`src/rtl/ram8_arbiter.sv`:
```
// Two-requester round-robin arbiter in front of a shared 8-word RAM.
// Every transaction is a fixed IDLE -> ACCESS -> ACK sequence.
module ram8_arbiter #(
  parameter int WIDTH = 16
) (
  input  logic             clk,
  input  logic             reset,
  input  logic             req0,
  input  logic             req1,
  input  logic             we0,
  input  logic             we1,
  input  logic [2:0]       addr0,
  input  logic [2:0]       addr1,
  input  logic [WIDTH-1:0] din0,
  input  logic [WIDTH-1:0] din1,
  output logic             gnt0,
  output logic             gnt1,
  output logic             ack0,
  output logic             ack1,
  output logic [WIDTH-1:0] rdata,
  output logic [2:0]       ram_addr,
  output logic [WIDTH-1:0] ram_din,
  output logic [7:0]       ram_load,
  input  logic [WIDTH-1:0] ram_dout
);

  localparam logic [1:0] IDLE   = 2'd0;
  localparam logic [1:0] ACCESS = 2'd1;
  localparam logic [1:0] ACK    = 2'd2;

  logic [1:0]       state_q, state_d;
  logic             last_q, last_d;
  logic             we_q, we_d;
  logic [2:0]       addr_q, addr_d;
  logic [WIDTH-1:0] din_q, din_d;
  logic             gnt0_q, gnt0_d;
  logic             gnt1_q, gnt1_d;
  logic             ack0_q, ack0_d;
  logic             ack1_q, ack1_d;
  logic [WIDTH-1:0] rdata_q, rdata_d;
  logic             pick1;

  // Requester 1 wins when alone, or on a tie when 0 was served last.
  assign pick1 = req1 & (~req0 | ~last_q);

  always_comb begin
    state_d = state_q;
    last_d  = last_q;
    we_d    = we_q;
    addr_d  = addr_q;
    din_d   = din_q;
    gnt0_d  = gnt0_q;
    gnt1_d  = gnt1_q;
    ack0_d  = ack0_q;
    ack1_d  = ack1_q;
    rdata_d = rdata_q;
    unique case (state_q)
      IDLE: begin
        if (req0 | req1) begin
          state_d = ACCESS;
          last_d  = pick1;
          gnt0_d  = ~pick1;
          gnt1_d  = pick1;
          we_d    = pick1 ? we1 : we0;
          addr_d  = pick1 ? addr1 : addr0;
          din_d   = pick1 ? din1 : din0;
        end
      end
      ACCESS: begin
        state_d = ACK;
        rdata_d = we_q ? din_q : ram_dout;
        ack0_d  = gnt0_q;
        ack1_d  = gnt1_q;
      end
      ACK: begin
        state_d = IDLE;
        gnt0_d  = 1'b0;
        gnt1_d  = 1'b0;
        ack0_d  = 1'b0;
        ack1_d  = 1'b0;
      end
      default: begin
        state_d = IDLE;
        gnt0_d  = 1'b0;
        gnt1_d  = 1'b0;
        ack0_d  = 1'b0;
        ack1_d  = 1'b0;
      end
    endcase
  end

  always_ff @(posedge clk) begin
    if (reset) begin
      state_q <= IDLE;
      last_q  <= 1'b1;
      we_q    <= 1'b0;
      addr_q  <= '0;
      din_q   <= '0;
      gnt0_q  <= 1'b0;
      gnt1_q  <= 1'b0;
      ack0_q  <= 1'b0;
      ack1_q  <= 1'b0;
      rdata_q <= '0;
    end else begin
      state_q <= state_d;
      last_q  <= last_d;
      we_q    <= we_d;
      addr_q  <= addr_d;
      din_q   <= din_d;
      gnt0_q  <= gnt0_d;
      gnt1_q  <= gnt1_d;
      ack0_q  <= ack0_d;
      ack1_q  <= ack1_d;
      rdata_q <= rdata_d;
    end
  end

  // Reset gates the strobe so an aborted ACCESS never writes.
  assign ram_load = (state_q == ACCESS && we_q && !reset)
                  ? (8'd1 << addr_q) : 8'd0;

  assign gnt0     = gnt0_q;
  assign gnt1     = gnt1_q;
  assign ack0     = ack0_q;
  assign ack1     = ack1_q;
  assign rdata    = rdata_q;
  assign ram_addr = addr_q;
  assign ram_din  = din_q;

endmodule
```
`config.mk`:
```
export PLATFORM = sky130hd
export DESIGN_NAME = ram8_arbiter
export DESIGN_NICKNAME = d
export VERILOG_FILES = /design/src/rtl/ram8_arbiter.sv
export SDC_FILE = /design/constraint.sdc
export NUM_CORES = 1
export LEC_CHECK = 0
export ABC_AREA = 1
export CELL_PAD_IN_SITES_DETAIL_PLACEMENT = 1
export CELL_PAD_IN_SITES_GLOBAL_PLACEMENT = 1
export CORE_ASPECT_RATIO = 1.4
export CORE_MARGIN = 2
export CORE_UTILIZATION = 23
export DETAILED_ROUTE_END_ITERATION = 16
export GPL_TIMING_DRIVEN = 0
export PLACE_DENSITY_LB_ADDON = 0.1
export SLEW_MARGIN = 20
export SYNTH_ARGS = -nofsm -noshare
export SYNTH_HDL_FRONTEND = slang
export SYNTH_SLANG_ARGS = --single-unit
```
`constraint.sdc`:
```
create_clock -name clk -period 1.05 [get_ports clk]
set_clock_uncertainty 0.05 [all_clocks]
set_input_delay 0.21 -clock clk [delete_from_list [all_inputs] [get_ports clk]]
set_output_delay 0.21 -clock clk [all_outputs]
set_load 0.01 [all_outputs]
```
==> out/results.ini <==
[run_status]
outcome = finished, violations left
violations = setup timing

[critical_path]
r2r_cells = 8
slowest_delay_ps = 330
reg2reg_to = ram_din[7]$_SDFFE_PP0P_
r2r_setup_slack_ps = -350
cp_cell_sequence = buf_8 > inv_6 > nor3_4 > nand2_2 > buf_6 > nor3_4 > buf_6
crit_path_end_kind = output port
start_kind = register
cp.arrival_ps = 1470
cp.required_ps = 790
r2r_start = state_q[1]$_SDFFE_PP0P_
critPathKind = reg2out
critPathSlowestCell = dfxtp_2
crit_path_max_fanout = 8
path_buf_inv = 4
cp_top_family = simple AND/OR/NAND/NOR gates

[detailed_routing]
vias = 2493
drt_iter0_markers = 43
route.detailed.drc = 0
avgRoutedWirePerCell_um = 15.9
drt_first_pass_iters = 4
wirelength_um = 8560
ant_nets = 0
routed_via_density = 4.62

[logic_synthesis]
synth_cells = 289
yosysWarnings = 0
ys_types = 19
ys_ff_latch = 43
seq_area_frac_synth = 0.434
syn_area_um2 = 1980
synth.avg_cell_area_um2 = 6.87
synth_nets = 349

[global_route]
grt.overflow.total = 0
grt_pass1_wl_um = 12600
grt_pass1_vias = 2595
grt_start_max_net_pins = 13
track_usage = 0.177
antenna_found_initial = 0

[die]
ioPinCount = 107
rows = 40
die_height_um = 114
initial_core_util = 0.233
die_w_um = 82.5
die_area_um2 = 9400
core_area_um2 = 8510

[layout]
final_core_util = 0.474
regArea_um2 = 930
multiInputGateArea_um2 = 1360
syn_to_final_growth_pct = 103
fin_cells = 540
antenna_cells = 0
fillers = 1046
drive_gt1_frac = 0.533
final_nets = 495

[worst_hold_path]
hp-class = in2reg
whs_endpoint = ram_din[2]$_SDFFE_PP0P_
whs_path_depth = 2
hp-start = reset

[timing]
finalHoldViolCount = 0
slew_headroom = 0.536
fmax_mhz = 578
worst_pin_slew_ps = 697
fin_crit_sh = 1.65
rsz0062_at_grt = true
final-setup-viol-count = 53
drv_slew = 0
period_needed_ps = 1730
layout_setup_ws_ps = -680

[clock_tree]
cts_buffers = 5
insertion_delay_ps = 280
clk_path_buf_depth = 2
h-tree-depth = 2
clk_transition_reported_paths_ps = 60
cts_tree = yes
clock_sink_count = 43
cts_root_buf = clkbuf_16
postCtsHoldBufs = 0

[place]
gp_congestion = 0.729
port_buffers = 105
post-place-ws_ps = -773
dp_cells = 499
hpwl_um = 5720

[pwr]
p_per_area_nw_per_um2 = 1330
leakagePower_nw = 1.81
total_power_w = 0.00537
worst_ir_drop_vdd_uv = 898

[flow_run]
drv_cap = 0

-- report_power, final --
group / switching [W] / internal, W / total [W] / leakage, nW
Combinational: 0.000826 / 0.000858 / 0.00168 / 1.36
Clock: 0.000620 / 0.00111 / 0.00173 / 0.0769
Sequential: 0.000149 / 0.00180 / 0.00195 / 0.370
-- Yosys cell counts, drive strengths merged --
library cell / instances / area share
o21bai: 1 / 0.0038
inv: 8 / 0.015
a21oi: 56 / 0.14
o21ai: 17 / 0.045
nor2: 6 / 0.015
clkbuf: 1 / 0.0019
nor3: 5 / 0.015
buf: 18 / 0.057
nand3: 24 / 0.061
dfxtp: 43 / 0.43
nand2: 110 / 0.21
-- stage by stage --
step / cell area (um^2) / TNS [ps] / hold WS [ps]
2_1_floorplan: 2030 / -1310 / 305
3_3_place_gp: 3220 / -24370 / 399
3_5_place_dp: 3220 / -25370 / 418
4_1_cts: 3720 / -11870 / 214
5_1_grt: 4030 / -16930 / 228
6_report: 4030 / -14180 / 215
-- worst reg2reg max path, stage by stage, from the launching register on --
cell and delay, ps:
dfxtp_2 330, buf_6 110, buf_6 110, nor2_4 130, o21ai_4 110, inv_4 130, buf_8 150, nand2_4 60
a21oi_2 130
-- layer usage --
layer  up-vias  GRT usage  part of all wire
li1       1247          -                 -
met1      1165      0.192              0.38
met2        71      0.330              0.55
met3        10     0.0324             0.046
met4         0     0.0689             0.021
met5         -          0                 0
-- cell usage in the layout, fill, tap and decap left out, types with 2 or more instances in the layout --
cell type / n
nand3_1: 22
nor2_4: 2
nor2_2: 2
inv_2: 2
clkdlybuf4s50_1: 56
nand2_4: 14
clkbuf_16: 5
buf_8: 7
inv_1: 3
buf_4: 21
o21ai_2: 16
a21oi_2: 30
dfxtp_4: 8
buf_6: 29
dfxtp_2: 31
nor3_2: 3
nand2_1: 85
buf_2: 40
nor2_1: 2
a21oi_1: 25
dlygate4sd2_1: 2
nor3_4: 2
nand2_2: 11
clkbuf_1: 2
dfxtp_1: 4
-- worst max path at each step --
stage,endpoint,from,depth (start not counted),slack (ps)
4_1_cts,ram_load[0],state_q[1]$_SDFFE_PP0P_,7,-680
6_report,ram_load[2],we_q$_SDFFE_PP0P_,7,-680
2_1_floorplan,ram_load[4],we_q$_SDFFE_PP0P_,5,-180
3_3_place_gp,ram_load[2],we_q$_SDFFE_PP0P_,6,-760
5_1_grt,ram_load[2],we_q$_SDFFE_PP0P_,7,-790
3_5_place_dp,ram_load[4],we_q$_SDFFE_PP0P_,6,-770
-- state kept, by name (all words and copies together), names as in the netlist --
name / flops
ack0: 1
ack1: 1
gnt0: 1
gnt1: 1
last_q: 1
ram_addr: 3
ram_din: 16
rdata: 16
state_q: 2
we_q: 1
-- cell families after synthesis --
kind of cell	count (synthesis)	synth area share
simple gates	145	0.303
flops	43	0.434
buf+inv	27	0.0738
compound gates	74	0.190
-- final cells by class --
type,count,share of cell area
timing repair buffer,140,0.307
multi-input combinational,219,0.337
clock inverter,1,0.00745
sequential,43,0.231
inverter,8,0.0124
clock buffer,6,0.0320
tap,105,0.0326
buffer,18,0.0410
-- timing repair --
| item | 4_1_cts | 5_1_grt |
|---|---|---|
| pin swaps | 15 | 27 |
| gates resized for setup | 312 | 88 |
| cloned | 4 | 0 |
| buffers inserted | 26 | 9 |
| endpoints found under the setup margin | 89 | 59 |
(Power assumes the default switching activity.)
